### src/rtl/pipe_ctrl.sv
// pipe_ctrl: pipeline sequencer. Produces the per-stage enables and flushes for
// the PC and the IF/ID, ID/EX, EX/MEM and MEM/WB registers. It handles load-use
// stalls, taken-redirect flushes, and data-memory waits with a req/ack handshake
// and a timeout abort.
// Ports:
//   clk_PipeCtrl, rst_n_PipeCtrl        clock, async active-low reset
//   Rs1/Rs2_addr_ID, Rs1/Rs2_used_ID    source operands of the ID instruction
//   Rd_addr_EX, MemRead_EX              destination and load flag of the EX instruction
//   Redirect_EX                         taken branch/jump resolved in EX
//   Mem_access_MEM, Dmem_ack            memory access in MEM, completion from memory
//   en_*, flush_IFID, flush_IDEX        combinational stage controls, settle before negedge
//   Dmem_req, mem_err, stall_cnt        registered request, sticky timeout error,
//                                       saturating count of PC-stall cycles
module pipe_ctrl #(
  parameter int unsigned TIMEOUT = 16,
  parameter int unsigned CNT_W   = 16
) (
  input  logic             clk_PipeCtrl,
  input  logic             rst_n_PipeCtrl,
  input  logic [4:0]       Rs1_addr_ID,
  input  logic [4:0]       Rs2_addr_ID,
  input  logic             Rs1_used_ID,
  input  logic             Rs2_used_ID,
  input  logic [4:0]       Rd_addr_EX,
  input  logic             MemRead_EX,
  input  logic             Redirect_EX,
  input  logic             Mem_access_MEM,
  input  logic             Dmem_ack,
  output logic             en_PC,
  output logic             en_IFID,
  output logic             en_IDEX,
  output logic             en_ExMem,
  output logic             en_MemWB,
  output logic             flush_IFID,
  output logic             flush_IDEX,
  output logic             Dmem_req,
  output logic             mem_err,
  output logic [CNT_W-1:0] stall_cnt
);

  localparam int unsigned WAIT_W = (TIMEOUT > 1) ? $clog2(TIMEOUT) : 1;
  localparam logic [WAIT_W-1:0] WAIT_LAST = WAIT_W'(TIMEOUT - 1);

  typedef enum logic {
    ST_RUN      = 1'b0,
    ST_MEM_WAIT = 1'b1
  } state_e;

  state_e             state_q;
  logic [WAIT_W-1:0]  wait_cnt_q;
  logic               dmem_req_q;
  logic               mem_err_q;
  logic [CNT_W-1:0]   stall_cnt_q;

  logic load_use;
  logic mem_stall;
  logic en_pc_c, en_ifid_c, en_idex_c, en_exmem_c, en_memwb_c;
  logic flush_ifid_c, flush_idex_c;

  // Load in EX whose destination feeds an operand of the ID instruction
  assign load_use = MemRead_EX && (Rd_addr_EX != 5'd0) &&
                    ((Rs1_used_ID && (Rs1_addr_ID == Rd_addr_EX)) ||
                     (Rs2_used_ID && (Rs2_addr_ID == Rd_addr_EX)));

  // Freeze for memory: access starting in RUN, or still waiting with no ack and no timeout
  assign mem_stall = ((state_q == ST_RUN) && Mem_access_MEM) ||
                     ((state_q == ST_MEM_WAIT) && !Dmem_ack && (wait_cnt_q != WAIT_LAST));

  // Stage controls; redirect wins over load-use since the ID instruction is wrong-path
  always_comb begin
    en_pc_c      = 1'b1;
    en_ifid_c    = 1'b1;
    en_idex_c    = 1'b1;
    en_exmem_c   = 1'b1;
    en_memwb_c   = 1'b1;
    flush_ifid_c = 1'b0;
    flush_idex_c = 1'b0;
    if (mem_stall) begin
      en_pc_c    = 1'b0;
      en_ifid_c  = 1'b0;
      en_idex_c  = 1'b0;
      en_exmem_c = 1'b0;
      en_memwb_c = 1'b0;
    end else if (Redirect_EX) begin
      flush_ifid_c = 1'b1;
      flush_idex_c = 1'b1;
    end else if (load_use) begin
      en_pc_c      = 1'b0;
      en_ifid_c    = 1'b0;
      flush_idex_c = 1'b1;
    end
  end

  // Held low while reset is asserted
  assign en_PC      = en_pc_c      & rst_n_PipeCtrl;
  assign en_IFID    = en_ifid_c    & rst_n_PipeCtrl;
  assign en_IDEX    = en_idex_c    & rst_n_PipeCtrl;
  assign en_ExMem   = en_exmem_c   & rst_n_PipeCtrl;
  assign en_MemWB   = en_memwb_c   & rst_n_PipeCtrl;
  assign flush_IFID = flush_ifid_c & rst_n_PipeCtrl;
  assign flush_IDEX = flush_idex_c & rst_n_PipeCtrl;

  // Memory handshake FSM; ack beats timeout in the same cycle
  always_ff @(posedge clk_PipeCtrl or negedge rst_n_PipeCtrl) begin
    if (!rst_n_PipeCtrl) begin
      state_q    <= ST_RUN;
      wait_cnt_q <= '0;
      dmem_req_q <= 1'b0;
      mem_err_q  <= 1'b0;
    end else begin
      case (state_q)
        ST_RUN: begin
          if (Mem_access_MEM) begin
            state_q    <= ST_MEM_WAIT;
            dmem_req_q <= 1'b1;
            wait_cnt_q <= '0;
          end
        end
        ST_MEM_WAIT: begin
          if (Dmem_ack) begin
            state_q    <= ST_RUN;
            dmem_req_q <= 1'b0;
          end else if (wait_cnt_q == WAIT_LAST) begin
            state_q    <= ST_RUN;
            dmem_req_q <= 1'b0;
            mem_err_q  <= 1'b1;
          end else begin
            wait_cnt_q <= wait_cnt_q + WAIT_W'(1);
          end
        end
        default: state_q <= ST_RUN;
      endcase
    end
  end

  // Saturating count of cycles with the PC frozen
  always_ff @(posedge clk_PipeCtrl or negedge rst_n_PipeCtrl) begin
    if (!rst_n_PipeCtrl) begin
      stall_cnt_q <= '0;
    end else if (!en_pc_c && (stall_cnt_q != {CNT_W{1'b1}})) begin
      stall_cnt_q <= stall_cnt_q + CNT_W'(1);
    end
  end

  assign Dmem_req  = dmem_req_q;
  assign mem_err   = mem_err_q;
  assign stall_cnt = stall_cnt_q;

endmodule

### config.mk
export PLATFORM = sky130hd
export DESIGN_NAME = pipe_ctrl
export DESIGN_NICKNAME = d
export VERILOG_FILES = /design/src/rtl/pipe_ctrl.sv
export SDC_FILE = /design/constraint.sdc
export NUM_CORES = 1
export LEC_CHECK = 0
export ABC_CLOCK_PERIOD_IN_PS = 6100
export CAP_MARGIN = 40
export CORE_MARGIN = 2
export CORE_UTILIZATION = 30
export DETAILED_ROUTE_END_ITERATION = 12
export DONT_BUFFER_PORTS = 1
export SKIP_LAST_GASP = 1
export SYNTH_ARGS = -nofsm -noshare
export SYNTH_HDL_FRONTEND = slang
export SYNTH_SLANG_ARGS = --single-unit
### constraint.sdc
create_clock -name clk_PipeCtrl -period 6.1 [get_ports clk_PipeCtrl]
set_clock_uncertainty 0.05 [all_clocks]
set_input_delay 0.305 -clock clk_PipeCtrl [delete_from_list [all_inputs] [get_ports clk_PipeCtrl]]
set_output_delay 0.305 -clock clk_PipeCtrl [all_outputs]
set_load 0.03 [all_outputs]
==> flow_summary.json <==
{
  "outcome": "completed",
  "syn_to_final_growth_pct": 8.54,
  "postSynthCellCount": 131,
  "rsz0062_at_grt": "no",
  "post-route-util_pct": 34.5,
  "layout_commonest_cell": "dfrtp_1",
  "die_y_um": 69.5,
  "use_met3_pct": 5.52,
  "power_frac_seq_pct": 61.6,
  "grt_pass1_wl_mm": 4.33,
  "dp.cells": 178,
  "final-setup-viol-count": 0,
  "antenna_left": 0,
  "row_count": 23,
  "port_buffers": 0,
  "top_usage_layer": "met2",
  "root_buffer": "clkbuf_8",
  "fmax_ghz": 0.400,
  "critPathArrivalTime_ps": 2150,
  "min_path_type": "input pin to flip-flop",
  "clk_pin_slew_worst_paths_ps": 70,
  "fin_crit_sh_pct": 41.0,
  "maxSlewHeadroom_pct": 60.4,
  "wl_per_cell_um": 14.1,
  "dieArea_sq_um": 4840,
  "cp.required_ps": 5740,
  "dr.pass1.iters": 4,
  "powerDensity_nw_per_um2": 366,
  "synth_edf_count": 0,
  "grt_max_degree": 24,
  "grt.met1_usage_pct": 11.9,
  "synth-main-ff-cell": "dfrtp_1",
  "critical_path_class": "flip-flop to output pin",
  "slew_viol_final": 0,
  "first_global_vias": 945,
  "hold_slack_ps": 180,
  "synth.ff_latch_count": 23,
  "coreArea_sq_um": 4060,
  "cts_setup_buffers": 0,
  "start_kind": "flip-flop",
  "leakage_nw": 0.568,
  "syn-cell-area_sq_um": 1290,
  "grtUsageMet2_pct": 19.9,
  "worst_slew_pin_slew_ps": 598,
  "fin_crit_ps": 2500,
  "ioPinCount": 48,
  "clkLatencyLatePin_ps": 260,
  "final-hold-violation-count": 0,
  "syn-num-nets": 156,
  "ir_worst_vdd_uv": 209,
  "wirelength_mm": 2.59,
  "p_int_uw": 287,
  "ys_types": 32,
  "cts_sinks": 23,
  "syn_avg_cell_area_sq_um": 9.84,
  "p_sw_uw": 225,
  "switching_share_pct": 44.0,
  "crit_fanout": 7,
  "stdcell_count": 184,
  "power_uw": 512,
  "layout_common_cells": "dfrtp_1 (23), nand2_1 (17), xnor2_1 (13)",
  "max_cap_viol_count": 0,
  "vias": 925,
  "ctsLongestPathBuffers": 2,
  "antenna_found_initial": 0,
  "cts_tree": "done",
  "place.gp.congestion": 0.731,
  "cts_max_level": 1,
  "ys_seq_area_share_pct": 44.7,
  "remaining_drc_errors": 0,
  "n_antenna_cell": 0,
  "synthArstFlopShare_pct": 100,
  "final.setup.tns_ps": 0,
  "cp-end-kind": "output pin",
  "start_util_pct": 31.8,
  "drt-initial-drc-count": 26,
  "dp_hpwl_mm": 1.98,
  "p_comb_share_pct": 20.6,
  "nets": 160,
  "drive_gt1_share_pct": 6.72,
  "clkPwrFrac_pct": 17.8,
  "via_per_inst": 5.03,
  "ys.warnings.count": 0,
  "grt_overflow": 0,
  "cts_resized": 0,
  "grt_usage_pct": 11.2,
  "cts_made_buffers": 3,
  "die_x_um": 69.5
}
-- area by class of cell --
class	count	area [sq um]
inverters	1	3.75
multi-input cells	103	676
repair buffers	3	36.3
flip-flops and latches	23	576
fillers	427	2660
well taps	50	62.6
clock buffers	4	45.0
-- worst max-delay path, stage by stage (launching register included) --
cell	delay, ps
dfrtp_1	410
ha_1	220
nand3_1	110
nor2b_1	390
nor2_1	150
and2_1	220
buf_8	180
o21a_1	220
-- cells in the mapped netlist, types with 3 or more instances --
cell type / n / area (sq um)
nand3_1: 5 / 25.0
xor2_1: 12 / 105
dfrtp_1: 23 / 576
nand2_1: 17 / 63.8
buf_4: 3 / 22.5
nor2_1: 9 / 33.8
o21ai_0: 4 / 20.0
and3_1: 3 / 18.8
nand4_1: 5 / 31.3
nand2b_1: 3 / 18.8
xnor2_1: 13 / 114
nor3_1: 6 / 30.0
-- final timing paths --
kind	startpoint	to	slack, ps	cells past startpoint
worst max-delay path	wait_cnt_q[0]	flush_IDEX	3600	7
worst min-delay path	Mem_access_MEM	Dmem_req	180	2
worst max register to register	wait_cnt_q[0]	stall_cnt[1]	3850	8
worst min register to register	wait_cnt_q[2]	wait_cnt_q[2]	470	1
max in group asynchronous	rst_n_PipeCtrl	stall_cnt[9]	5190	2
min in group asynchronous	rst_n_PipeCtrl	wait_cnt_q[2]	340	1
-- power groups by stage --
stage	clock network, mW	logic (mW)	registers, mW
floorplan	0	0.0921	0.306
global placement	0	0.0967	0.317
detailed placement	0	0.103	0.320
CTS	0.0962	0.107	0.317
global route	0.104	0.122	0.326
finish	0.0911	0.105	0.316
-- timing repair --
item,in CTS,in global routing
endpoints found under the hold margin,23,0
hold buffers,1,0
setup endpoints to repair,0,0
-- state kept, by name, indices dropped and copies added (netlist names) --
| register | count |
|---|---|
| Dmem_req | 1 |
| wait_cnt_q | 4 |
| mem_err | 1 |
| stall_cnt | 16 |
| state_q | 1 |
-- per-layer routing --
metal  up-vias  wire [um]
met4         0         10
met3         2        203
met2        23       1330
met5         -          0
met1       446       1050
li1        454          -
-- logic make-up (layout without fill, tap and decap cells) --
logic type	Yosys count	count (layout)	share of synthesized area [%]
AO/OA/AOI/OAI	13	13	7.38
XOR/XNOR	25	25	17.0
adder cells (fa/ha/maj)	2	2	1.94
buffers and inverters	5	8	2.91
flip-flops	23	23	44.7
multiplexers	2	2	1.75
AND/OR/NAND/NOR	61	61	24.4
-- per-stage QoR --
| step | setup WS, ps | instance area [sq um] |
|---|---|---|
| floorplan | 3800 | 1290 |
| global route | 3460 | 1400 |
| detailed placement | 3850 | 1330 |
| CTS | 3600 | 1390 |
| global placement | 3320 | 1320 |
| finish | 3600 | 1400 |
Note: power is estimated with default switching activity, not from simulation.
